**config.mk**
```make
export PLATFORM = sky130hd
export DESIGN_NAME = shift_load_ctrl
export DESIGN_NICKNAME = d
export VERILOG_FILES = /design/src/rtl/shift_load_ctrl.sv
export SDC_FILE = /design/constraint.sdc
export NUM_CORES = 1
export LEC_CHECK = 0
export BUFFER_PORTS_ARGS = -buffer_cell sky130_fd_sc_hd__buf_2
export CAP_MARGIN = 15
export CORE_MARGIN = 2
export CORE_UTILIZATION = 53
export DETAILED_ROUTE_END_ITERATION = 8
export HOLD_SLACK_MARGIN = 0.03
export PLACE_DENSITY = 0.76
export SLEW_MARGIN = 20
export SYNTH_ARGS = -nofsm -noshare
export SYNTH_HDL_FRONTEND = slang
export SYNTH_SLANG_ARGS = --single-unit
```
**constraint.sdc**
```tcl
create_clock -name CLK -period 2.7 [get_ports CLK]
set_input_delay 0 -clock CLK [delete_from_list [all_inputs] [get_ports CLK]]
set_output_delay 0 -clock CLK [all_outputs]
set_load 0.005 [all_outputs]
```
**src/rtl/shift_load_ctrl.sv**
```systemverilog
`default_nettype none
// ============================================================================
//  Module   : shift_load_ctrl
//  Purpose  : Sequencer for a WIDTH-bit parallel-in shift register. It accepts
//             parallel words over a valid/ready handshake into a one-entry
//             holding buffer. For each word it drives a one-cycle load strobe
//             and then exactly WIDTH shift cycles. After the final shift it
//             pulses DONE. An optional run of idle cycles (GAP) can follow
//             each word.
//  Ports    : CLK, RST       - clock (rising edge), synchronous active-high reset
//             IN_DATA/VALID  - word to serialise and its valid flag
//             IN_READY       - holding buffer empty (accept = VALID & READY)
//             SI_FILL        - value presented on SI during shift cycles
//             D, L, SH, SI   - register parallel data, load, shift, serial-in
//             BUSY, DONE     - FSM not idle / one-cycle end-of-word pulse
//             ABORT          - (only with SHIFT_LOAD_CTRL_ABORT_EN) stop the
//                              current word and return to IDLE
//  Options  : define SHIFT_LOAD_CTRL_ABORT_EN to add the ABORT input
//  Revision : 1.0 - initial release
// ============================================================================
module shift_load_ctrl #(
  parameter int WIDTH = 4,
  parameter int GAP   = 0
) (
  input  logic             CLK,
  input  logic             RST,
  input  logic [WIDTH-1:0] IN_DATA,
  input  logic             IN_VALID,
  output logic             IN_READY,
  input  logic             SI_FILL,
`ifdef SHIFT_LOAD_CTRL_ABORT_EN
  input  logic             ABORT,
`endif
  output logic [WIDTH-1:0] D,
  output logic             L,
  output logic             SH,
  output logic             SI,
  output logic             BUSY,
  output logic             DONE
);

  localparam int             CW       = (WIDTH > 1) ? $clog2(WIDTH) : 1;
  localparam logic [CW-1:0]  LAST_CNT = CW'(WIDTH - 1);
  localparam logic [3:0]     GAP_LAST = (GAP > 0) ? 4'(GAP - 1) : 4'd0;

  typedef enum logic [1:0] {
    S_IDLE  = 2'd0,
    S_LOAD  = 2'd1,
    S_SHIFT = 2'd2,
    S_GAP   = 2'd3
  } state_t;

  state_t           state_q, state_d;
  logic [CW-1:0]    cnt_q, cnt_d;
  logic [3:0]       gap_q, gap_d;
  logic             buf_full_q, buf_full_d;
  logic [WIDTH-1:0] buf_q;

  logic             in_ready_q;
  logic [WIDTH-1:0] d_q;
  logic             l_q, sh_q, si_q, busy_q, done_q;

  logic             accept;
  logic             free_buf;
  logic             last_shift;
  logic             abort_w;

`ifdef SHIFT_LOAD_CTRL_ABORT_EN
  // Abort is ignored while idle so a stray pulse cannot disturb the buffer.
  assign abort_w = ABORT & (state_q != S_IDLE);
`else
  assign abort_w = 1'b0;
`endif

  assign accept     = IN_VALID & in_ready_q;
  assign last_shift = (state_q == S_SHIFT) && (cnt_q == LAST_CNT);
  // The buffered word moves into the register path on the edge the FSM
  // enters LOAD; that same edge empties the buffer.
  assign free_buf   = (state_d == S_LOAD) && (state_q != S_LOAD);
  // A new word arriving on the freeing edge keeps the buffer full.
  assign buf_full_d = accept | (buf_full_q & ~free_buf);

  always_comb begin
    state_d = state_q;
    cnt_d   = cnt_q;
    gap_d   = gap_q;
    case (state_q)
      S_IDLE: begin
        if (buf_full_q) state_d = S_LOAD;
      end
      S_LOAD: begin
        state_d = S_SHIFT;
        cnt_d   = '0;
      end
      S_SHIFT: begin
        if (last_shift) begin
          cnt_d = '0;
          if (GAP > 0) begin
            state_d = S_GAP;
            gap_d   = 4'd0;
          end else if (buf_full_q) begin
            state_d = S_LOAD;
          end else begin
            state_d = S_IDLE;
          end
        end else begin
          cnt_d = cnt_q + 1'b1;
        end
      end
      S_GAP: begin
        if (gap_q == GAP_LAST) begin
          gap_d   = 4'd0;
          state_d = buf_full_q ? S_LOAD : S_IDLE;
        end else begin
          gap_d = gap_q + 4'd1;
        end
      end
      default: state_d = S_IDLE;
    endcase
    if (abort_w) begin
      state_d = S_IDLE;
      cnt_d   = '0;
      gap_d   = 4'd0;
    end
  end

  // Outputs are decoded from the next state, so each output cycle lines up
  // with the FSM state that produced it.
  always_ff @(posedge CLK) begin
    if (RST) begin
      state_q    <= S_IDLE;
      cnt_q      <= '0;
      gap_q      <= 4'd0;
      buf_full_q <= 1'b0;
      buf_q      <= '0;
      in_ready_q <= 1'b1;
      d_q        <= '0;
      l_q        <= 1'b0;
      sh_q       <= 1'b0;
      si_q       <= 1'b0;
      busy_q     <= 1'b0;
      done_q     <= 1'b0;
    end else begin
      state_q    <= state_d;
      cnt_q      <= cnt_d;
      gap_q      <= gap_d;
      buf_full_q <= buf_full_d;
      if (accept) buf_q <= IN_DATA;
      in_ready_q <= ~buf_full_d;
      if (free_buf) d_q <= buf_q;
      l_q        <= (state_d == S_LOAD);
      sh_q       <= (state_d == S_SHIFT);
      si_q       <= (state_d == S_SHIFT) & SI_FILL;
      busy_q     <= (state_d != S_IDLE);
      done_q     <= last_shift & ~abort_w;
    end
  end

  assign IN_READY = in_ready_q;
  assign D        = d_q;
  assign L        = l_q;
  assign SH       = sh_q;
  assign SI       = si_q;
  assign BUSY     = busy_q;
  assign DONE     = done_q;

endmodule
`default_nettype wire

```
Yosys cells after proc, flatten, opt, wreduce, memory -nomap -nowiden

Index checks and enable logic that the tools add are counted.

$add $sub $neg: 2
Eq/ne operators: 7
Mux-type cells: 8
Bitwise operators: 6
Reduce and logical (&&, ||, !) cells: 6

Operators with widths:

| kind                                                                   | count |
|---|---|
| 2-bit equality test (second input constant)                            | 4 |
| 2-bit 2-to-1 mux                                                       | 4 |
| 2-bit one-hot mux with 4 select lines                                  | 1 |
| 4-bit by 1-bit adder with 4-bit output (second input constant)         | 1 |
| 2-bit by 1-bit equality test with 1-bit output (second input constant) | 2 |
| 4-bit logical NOT                                                      | 1 |
| 4-bit 2-to-1 mux                                                       | 1 |
| 2-bit one-hot mux with 2 select lines                                  | 1 |
| 2-bit nonzero test                                                     | 2 |
| 1-bit bitwise AND                                                      | 3 |
| 2-bit by 1-bit adder with 2-bit output (second input constant)         | 1 |
| 1-bit logical AND                                                      | 2 |
| 2-bit logical NOT                                                      | 1 |
| 2-bit by 1-bit != test with 1-bit output (second input constant)       | 1 |
| 1-bit NOT                                                              | 2 |
| 1-bit 2-to-1 mux                                                       | 1 |
| 1-bit OR                                                               | 1 |

Logic and storage cells: 41
Bits of input ports: 8
Output and inout port bits: 10
Register bits after elaboration: 23

Logic depth before layout (Yosys ltp)

Gate-level depths: netlist of the first run.

Depth after elaboration: 10
Mapped depth: 7
Gate-level depth less buffers: 6

Least setup slack after synthesis of the first run

Ideal clock, no wire load.

Kind: register to register
Start point: reg gap_q[0]
End point: reg in_ready_q (netlist: IN_READY)
Arrival time: 1,753 ps
Path buffers: 1
Data required time: 2,584 ps
Cell stages (with the launch flop): 8
Setup slack: 832 ps
Setup time: 116 ps
Period minus slack after synthesis: 1,868 ps
Cells stage by stage: dfxtp_1 > inv_1 > ha_1 > or3b_4 > and3_4 > o32a_1 > buf_6 > o22a_2

Longest elaborated chain between the ends: 9

RTL lines:

| item                                           | line | source |
|---|---|---|
| start, declared                                | 55   | `logic [3:0] gap_q, gap_d;` |
| start signal, assigned                         | 146  | `gap_q <= gap_d;` |
| 4-bit logical NOT                              | 111  | `if (gap_q == GAP_LAST) begin` |
| 2-bit 2-to-1 mux                               | 111  |  |
| 2-bit one-hot mux with 4 select lines          | 87   | `case (state_q)` |
| 2-bit by 1-bit equality test with 1-bit output | 79   | `assign free_buf = (state_d == S_LOAD) && (state_q != S_LOAD);` |
| 1-bit logical AND                              | 79   |  |
| 1-bit NOT                                      | 81   | `assign buf_full_d = accept \| (buf_full_q & ~free_buf);` |
| 1-bit bitwise AND                              | 81   |  |
| 1-bit OR                                       | 81   |  |
| 1-bit NOT                                      | 149  | `in_ready_q <= ~buf_full_d;` |
| end signal, assigned                           | 149  |  |
| end, declared                                  | 59   | `logic in_ready_q;` |

No other way between the ends.
A chain may end at the register's enable or synchronous reset.

Final worst setup path of the first run

Start point: reg gap_q[0]
End point: reg d_q[3] (netlist: D[3])

Longest elaborated chain between the ends: 5

RTL lines:

| item                                           | line | source |
|---|---|---|
| 4-bit logical NOT                              | 111  |  |
| 2-bit 2-to-1 mux                               | 111  |  |
| 2-bit one-hot mux with 4 select lines          | 87   |  |
| 2-bit by 1-bit equality test with 1-bit output | 79   |  |
| 1-bit logical AND                              | 79   |  |
| end signal, assigned                           | 150  | `if (free_buf) d_q <= buf_q;` |
| end, declared                                  | 60   | `logic [WIDTH-1:0] d_q;` |

No other way between the ends.

==> impl_metrics.yaml, run 1 <==
critical_path:
  arrival_ps: 2360
  required_ps: 2940
  slowest_stage: "or3b_4"
  end_kind: "register"
  cp.buffers_inverters: 1
  critical_path_class: "reg -> reg"
  worstSetupStartpointType: "register"
  crit_fanout: 6
  cpPeakStageDelay_ps: 420
  rrSetupSlack_ps: 570
  path_cells: "inv_1, ha_1, or3b_4, a2111oi_4, o32a_1, mux2i_1"
  critical-path-top-delay-family: "compound AO/OA/AOI/OAI gates"
layout:
  area_growth_pct: 18.9
  n_antenna_cell: 0
  drive_gt1_frac: 0.191
  fin_nets: 152
  design_area_mm2: 0.00125
  stdcell_count: 163
  fillers: 171
drt:
  first_pass_iters: 6
  wl_per_cell_um: 12.6
  drtIter0Drc: 11
  vias: 843
  via_per_inst: 5.17
  finalWirelength_um: 2060
  post-route-drc-count: 0
  ant_nets: 0
placement:
  placed_cell_area_mm2: 0.00113
  io_buffers: 17
  gp_congestion: 0.712
  hpwlAfterDp_um: 1340
  post-place-ws_ps: 622
  place_inst: 150
floorplan:
  die_h_um: 48.5
  coreArea_mm2: 0.00192
  ios: 18
  start_util: 0.547
  rows: 16
  die_width_um: 48.5
  dieArea_mm2: 0.00236
yosys:
  syn_nets: 125
  syn_avg_cell_area_um2: 9.55
  synth_cell_types: 28
  syn-cell-area_mm2: 0.00105
  ys_warn_count: 0
  synth.ff_latch_count: 23
  syn-instance-count: 110
  seq_area_frac_synth: 0.438
clock_tree:
  clock-sinks: 23
  cts_buffers: 3
  htreeDepth: 1
  cts_tree: "yes"
  cts_buffer_depth: 2
  ctsResizeCount: 0
  clockRootBuffer: "clkbuf_4"
  path_clk_slew_ps: 130
  clock_latency_ps: 300
global_routing:
  use_met3: 0.0185
  grt_usage: 0.187
  grt_pass1_wl_um: 3440
  use_met2: 0.366
  grt_max_degree: 27
  met1_usage: 0.198
  antenna_found_initial: 0
  grt_pass1_vias: 824
  busiest_layer: "met2"
  grt_overflow_total: 0
sta:
  max_freq_mhz: 470
  worst_hold_slack_ps: 111
  tightest_slew_ps: 522
  grt_setup_unrepaired: "no"
  fin_tns_setup_ps: 0
  setup_ws_ps: 573
  clock_skew_ps: 7.91
  setup_violations: 0
  slew_headroom: 0.649
  finalHoldViolations: 0
  slew_violations: 0
  fin_crit_ps: 2130
  finalCritPeriodShare: 0.788
pwr:
  ir_drop_mv: 0.476
  power.density_mw_per_mm2: 534
  p_leak_nw: 0.516
status:
  status: "complete, no violations"
run:
  drv_cap: 0
min_path:
  hold_class: "in -> reg"
-- area by class of cell --
cell class	instances	area, µm²	share of cell area
clock inverter	1	5.00	0.00400
timing repair buffer	26	175	0.140
clock buffer	3	22.5	0.0180
sequential	23	460	0.368
inverter	6	22.5	0.0180
multi-input combinational	77	531	0.424
tap	27	33.8	0.0270
-- report_power, final --
part	total [W]	switching [W]	internal [W]
Clock	0.000156	0.000101	0.0000552
Sequential	0.000378	0.0000170	0.000361
Combinational	0.000132	0.0000671	0.0000653
Total	0.000667	0.000185	0.000482
-- logic make-up (layout without fill, tap and decap cells) --
kind of cell | count (synthesis) | after routing | share of synthesized area
flops | 23 | 23 | 0.438
compound gates | 16 | 16 | 0.113
mux | 7 | 7 | 0.0667
buf+inv | 10 | 36 | 0.0571
fa+ha+maj | 7 | 7 | 0.0833
simple gates | 46 | 46 | 0.233
xor+xnor | 1 | 1 | 0.00833
-- synth_stat cells --
| cell type | number | area share |
|---|---|---|
| nand2_1 | 8 | 0.029 |
| clkbuf_1 | 1 | 0.0036 |
| and2_1 | 1 | 0.0060 |
| o22a_2 | 1 | 0.0095 |
| or3b_4 | 1 | 0.011 |
| and3_1 | 1 | 0.0060 |
| nand2b_1 | 10 | 0.060 |
| nor2b_1 | 1 | 0.0060 |
| o21bai_1 | 1 | 0.0071 |
| and2b_2 | 1 | 0.0083 |
| or2b_1 | 1 | 0.0071 |
| a21oi_1 | 8 | 0.038 |
| nand3_1 | 6 | 0.029 |
| a2111oi_4 | 1 | 0.026 |
| inv_1 | 6 | 0.021 |
| dfxtp_1 | 23 | 0.44 |
| ha_1 | 7 | 0.083 |
| and3_4 | 1 | 0.011 |
| o32a_1 | 1 | 0.0095 |
| xor2_1 | 1 | 0.0083 |
| nand4_1 | 1 | 0.0060 |
| nor3_1 | 5 | 0.024 |
| a21boi_0 | 1 | 0.0071 |
| nor2_1 | 9 | 0.032 |
| o21ai_0 | 2 | 0.0095 |
| o22ai_1 | 1 | 0.0060 |
| buf_6 | 3 | 0.032 |
| mux2i_1 | 7 | 0.067 |
-- metrics by stage --
step,util,power [W]
2_1_floorplan,-,0.000478
3_5_place_dp,0.589,0.000502
5_1_grt,0.650,0.000698
3_3_place_gp,0.589,0.000497
4_1_cts,0.650,0.000664
6_report,0.650,0.000667
-- worst reg2reg max path, stage by stage (launching register included) --
cell and delay (ps):
dfxtp_1 360, inv_1 90, ha_1 160, or3b_4 420, a2111oi_4 410, o32a_1 410, mux2i_1 220
-- per-layer routing --
metal,wire (µm),share of wire
met5,0,0
met4,51,0.025
met3,58,0.028
met2,1050,0.51
met1,898,0.44
-- timing repair --
| action | 4_1_cts | 5_1_grt |
|---|---|---|
| hold buffers | 9 | 0 |
| buffers inserted | 0 | 0 |
| hold endpoints to repair | 5 | 0 |
-- state kept, by name, indices dropped and copies added (netlist names), 2 cells and up --
| signal | count |
|---|---|
| cnt_q | 2 |
| gap_q | 4 |
| D | 4 |
| state_q | 2 |
| buf_q | 4 |
-- path summary, 6_finish.rpt --
| check | startpoint | end | cells after the start |
|---|---|---|---|
| max | gap_q[0] | D[3] | 6 |
| min | RST | gap_q[2] | 2 |
| min reg2reg | buf_q[3] | buf_q[3] | 2 |
| max reg2reg | gap_q[0] | D[3] | 6 |
-- placed cells by master (no fill, tap or decap), types with 2 or more instances in the layout --
cell type / n
mux2i_1: 7
nand2b_1: 10
nor2_1: 9
nand3_1: 6
nand2_1: 8
ha_1: 7
a21oi_1: 8
dlygate4sd3_1: 9
nor3_1: 5
buf_2: 17
o21ai_0: 2
inv_1: 6
dfxtp_1: 23
clkbuf_4: 3
No activity file was read; power rests on OpenSTA's default activity.
==> run 2: changes to the inputs <==
- clock period: 2.7 -> 2 ns (I/O delays scaled with it)
==> run 2 against run 1 <==
Against the previous run: count of clock-buffer cells in the layout did not move; sequential share of layout area fell by 1.3 points; core utilization rose by 2.3 points; sequential power rose by 34%; fmax rose by 9.4%; power rose by 39%; die area did not move; hold slack got worse by 23 ps; register-to-register slack got worse by 520 ps; sequential cell count did not move; global-route usage rose by 0.19 points; critical path type unchanged; largest power group unchanged; highest routed layer unchanged.
==> impl_metrics.yaml, run 2 (same netlist as run 1, synthesis figures left out) <==
global_routing:
  grt_usage: 0.189
  antenna_found_initial: 0
  grt_pass1_wl_um: 3440
  grt_pass1_vias: 830
  grt_overflow_total: 0
  grt_max_degree: 27
clock_tree:
  htreeDepth: 1
  ctsResizeCount: 0
  clock-sinks: 23
  cts_buffers: 3
  clock_latency_ps: 310
  cts_tree: "yes"
  path_clk_slew_ps: 120
  cts_buffer_depth: 2
  clockRootBuffer: "clkbuf_4"
sta:
  setup_ws_ps: 56.8
  max_freq_mhz: 515
  clock_skew_ps: 2.75
  tightest_slew_ps: 409
  fin_tns_setup_ps: 0
  finalCritPeriodShare: 0.972
  fin_crit_ps: 1940
  slew_violations: 0
  setup_violations: 0
  slew_headroom: 0.727
  grt_setup_unrepaired: "no"
  finalHoldViolations: 0
floorplan:
  die_h_um: 48.5
  dieArea_mm2: 0.00236
  coreArea_mm2: 0.00192
  rows: 16
  die_width_um: 48.5
  start_util: 0.547
  ios: 18
drt:
  ant_nets: 0
  vias: 861
  post-route-drc-count: 0
  drtIter0Drc: 19
  wl_per_cell_um: 11.9
  via_per_inst: 5.09
  first_pass_iters: 4
  finalWirelength_um: 2020
placement:
  io_buffers: 17
  hpwlAfterDp_um: 1340
  placed_cell_area_mm2: 0.00117
  post-place-ws_ps: 6.10
  gp_congestion: 0.701
pwr:
  finalPower_w: 0.000926
  power.density_mw_per_mm2: 715
  p_leak_nw: 0.547
  ir_drop_mv: 0.593
layout:
  drive_gt1_frac: 0.225
  area_growth_pct: 23.2
  design_area_mm2: 0.00129
  fin_nets: 158
  n_antenna_cell: 0
  seq_area_um2: 460
  mostFrequentLayoutCell: "dfxtp_1"
  multi_input_area_um2: 531
  final_cell_mix: "dfxtp_1 (23), buf_2 (17), nand2b_1 (10), nor2_1 (9), dlygate4sd3_1 (9)"
  fillers: 180
run:
  drv_cap: 0
critical_path:
  critical_path_class: "reg -> reg"
  cpPeakStageDelay_ps: 410
  arrival_ps: 2170
  path_cells: "inv_1, ha_1, or3b_4, and3_4, o32a_1, buf_4, o22a_2"
  end_kind: "register"
  slowest_stage: "or3b_4"
  worstSetupStartpointType: "register"
  required_ps: 2220
  rrSetupSlack_ps: 60
  crit_fanout: 6
status:
  status: "complete, no violations"
min_path:
  hold_class: "in -> reg"
-- run 2: cell count changes in the layout (fill, tap and decap cells not counted) --
cell,delta
buf_4,+6
-- run 2: critical path: cells and delay by family, from the launching register on --
| kind | cells | cell delay, ps |
|---|---|---|
| adders and majority gates | 1 | 140 |
| and+or+nand+nor | 2 | 610 |
| buffers and inverters | 2 | 220 |
| AOI/OAI and AO/OA | 2 | 520 |
| DFF | 1 | 360 |
-- run 2: metrics by stage --
stage                     hold WS [ps]  instances  utilization
after detailed placement           235        155        0.609
after floorplan                    105        110            -
after CTS                         65.8        169        0.674
after global routing               121        169        0.674
after global placement             226        155        0.609
final                             88.5        169        0.674
-- run 2: worst paths after layout --
| check | startpoint | end | cells past startpoint |
|---|---|---|---|
| min | RST | DONE | 2 |
| min reg2reg | buf_q[3] | buf_q[3] | 2 |
| max reg2reg | gap_q[1] | IN_READY | 7 |
| max | gap_q[1] | IN_READY | 7 |
-- run 2: per-layer routing --
metal  GRT usage  vias up  wire length, µm
met5           0        -                0
met4       0.114        0               14
met3      0.0185        2               77
met2       0.336       23             1030
met1       0.219      400              899
li1            -      436                -
-- run 2: layout make-up --
cell class,count,share of cell area
inverter,6,0.0174
timing repair buffer,32,0.170
clock inverter,1,0.00386
multi-input combinational,77,0.410
sequential,23,0.356
clock buffer,3,0.0174
tap,27,0.0261
-- run 2: what timing repair did --
item	in CTS	in global routing
hold endpoints to repair	5	0
hold buffers	9	0
setup endpoints to repair	5	2
pin swaps	1	2
setup buffers	1	0
-- run 2: power by group --
group | internal (W) | total (W) | switching (W)
registers | 0.000488 | 0.000507 | 0.0000189
clock network | 0.0000749 | 0.000213 | 0.000138
logic | 0.000110 | 0.000206 | 0.0000958
total | 0.000673 | 0.000926 | 0.000253
==> run 3: changes to the inputs <==
- ABC_AREA: not set -> 1
- CORE_UTILIZATION: 53 -> 52
- PLACE_DENSITY: 0.76 -> 0.75
- TNS_END_PERCENT: not set -> 1
==> run 3 against run 2 <==
Against the previous run: critical path type unchanged; synthesized cell count rose by 4.5%; sequential power down 1%; core utilization grew 2.5 points; highest routed layer unchanged; fmax grew 3.7%; power fell by 6.8%.
==> impl_metrics.yaml, run 3 <==
clock_tree:
  clock_latency_ps: 310
  clockRootBuffer: "clkbuf_4"
  ctsResizeCount: 0
  htreeDepth: 1
  clock-sinks: 23
  cts_tree: "yes"
  cts_buffers: 3
  cts_buffer_depth: 2
  postCtsSetupBuffers: 0
  path_clk_slew_ps: 110
  hold_buffers: 11
yosys:
  synth_cell_types: 19
  synth_area_leaders: "dfxtp_1 (47%), ha_1 (9.0%), nand2_1 (8.5%), a21oi_1 (6.2%), nand2_2 (4.5%)"
  syn_nets: 130
  synth_edf_count: 0
  syn-cell-area_um2: 971
  synth.top_cells.by_count: "dfxtp_1 (23), nand2_1 (22), a21oi_1 (12)"
  async_reset_ff_frac: 0
  syn_avg_cell_area_um2: 8.44
  synth_flop_cell: "dfxtp_1"
  seq_area_frac_synth: 0.474
  synth_most_common_cell: "dfxtp_1"
  syn-instance-count: 115
  ys_warn_count: 0
  synth.top_cell.area_share: 0.474
  yosysTopAreaCell: "dfxtp_1"
  synth.ff_latch_count: 23
floorplan:
  die_width_um: 47.2
  start_util: 0.556
  die_h_um: 47.2
  ios: 18
  rows: 15
  coreArea_mm2: 0.00175
  dieArea_mm2: 0.00223
sta:
  fin_crit_ps: 1870
  finalCritPeriodShare: 0.937
  clock_skew_ps: 1.03
  slew_headroom: 0.827
  worst_hold_slack_ps: 65.2
  setup_violations: 0
  grt_setup_unrepaired: "no"
  slew_violations: 0
  fin_tns_setup_ps: 0
  max_freq_mhz: 534
  finalHoldViolations: 0
  tightest_slew_ps: 258
global_routing:
  use_met2: 0.370
  met1_usage: 0.252
  grt_max_degree: 14
  antenna_found_initial: 0
  grt_overflow_total: 0
  use_met3: 0.0462
  grt_pass1_wl_um: 3230
  grt_pass1_vias: 763
  busiest_layer: "met2"
  grt_usage: 0.214
critical_path:
  required_ps: 2260
  startpoint: "IN_READY"
  rrSetupSlack_ps: 130
  end_kind: "register"
  worstSetupStartpointType: "register"
  timing.rr.end: "buf_q[0]"
  reg2reg_depth: 4
  endpoint: "buf_q[0]"
  crit_fanout: 6
  arrival_ps: 2130
  r2r_start: "IN_READY"
  critical_path_class: "reg -> reg"
placement:
  gp_congestion: 0.760
  hpwlAfterDp_um: 1270
  io_buffers: 17
  placed_cell_area_mm2: 0.00108
layout:
  drive_gt1_frac: 0.233
  mostFrequentLayoutCell: "dfxtp_1"
  final_cell_mix: "dfxtp_1 (23), nand2_1 (22), buf_2 (17), a21oi_1 (12), dlygate4sd3_1 (11)"
  area_growth_pct: 25.6
  design_area_mm2: 0.00122
  fin_nets: 162
  n_antenna_cell: 0
drt:
  drtIter0Drc: 8
  post-route-drc-count: 0
  wl_per_cell_um: 11.3
  vias: 830
  ant_nets: 0
  via_per_inst: 4.85
  finalWirelength_um: 1940
  first_pass_iters: 4
pwr:
  p_leak_nw: 0.593
  ir_drop_mv: 0.487
  power.density_mw_per_mm2: 708
  finalPower_w: 0.000863
run:
  drv_cap: 0
min_path:
  hold_class: "in -> reg"
status:
  status: "complete, no violations"
-- run 3: cell count changes in the layout (fill, tap and decap cells not counted), moves of 4 or more --
cell / previous run / this run
buf_4: 6 / 0
o21ai_1: 0 / 4
mux2i_1: 7 / 0
nand2_2: 0 / 7
nor3_1: 5 / 0
nand2_1: 8 / 22
inv_1: 6 / 10
nand2b_1: 10 / 0
a21oi_1: 8 / 12
-- run 3: per-layer routing --
layer | wire length, µm | part of all wire
met5 | 0 | 0
met4 | 44 | 0.023
met3 | 58 | 0.030
met2 | 946 | 0.49
met1 | 885 | 0.46
-- run 3: layout make-up --
| class | count | area [µm²] |
|---|---|---|
| fillers | 147 | 526 |
| well taps | 25 | 31.3 |
| flip-flops and latches | 23 | 460 |
| repair buffers | 28 | 195 |
| clock buffers | 4 | 26.3 |
| multi-input cells | 79 | 462 |
| inverters | 12 | 45.0 |
-- run 3: kinds of logic after synthesis --
family                   synth area share
flip-flops                          0.474
adder cells (fa/ha/maj)            0.0902
AND/OR/NAND/NOR                     0.246
XOR/XNOR                           0.0180
AO/OA/AOI/OAI                       0.121
buffers and inverters              0.0503
-- run 3: per-stage QoR --
| step | utilization | cells | setup slack, ps |
|---|---|---|---|
| finish | 0.699 | 171 | 126 |
| global route | 0.699 | 171 | 42.5 |
| CTS | 0.699 | 171 | 190 |
| detailed placement | 0.621 | 156 | 443 |
| global placement | 0.621 | 156 | 473 |
| floorplan | - | 115 | 593 |
-- run 3: how the worst min path moves through the flow --
stage / start / end / slack [ps] / cells past startpoint
finish: IN_VALID / buf_full_q / 70 / 3
detailed placement: IN_DATA[3] / buf_q[3] / 240 / 3
floorplan: RST / gap_q[0] / 80 / 1
CTS: IN_VALID / buf_full_q / 50 / 3
global route: IN_VALID / buf_full_q / 70 / 3
global placement: SI_FILL / SI / 240 / 2
-- run 3: power breakdown --
part | switching, W | internal (W) | leakage [nW]
Sequential | 0.0000174 | 0.000483 | 0.187
Combinational | 0.0000859 | 0.0000679 | 0.391
Clock | 0.000131 | 0.0000779 | 0.0150
-- run 3: critical path, stage by stage (launching register included) --
cell           delay, ps
dfxtp_1              460
nand3_1               90
dlygate4sd3_1        560
a21oi_1              140
dlygate4sd3_1        570
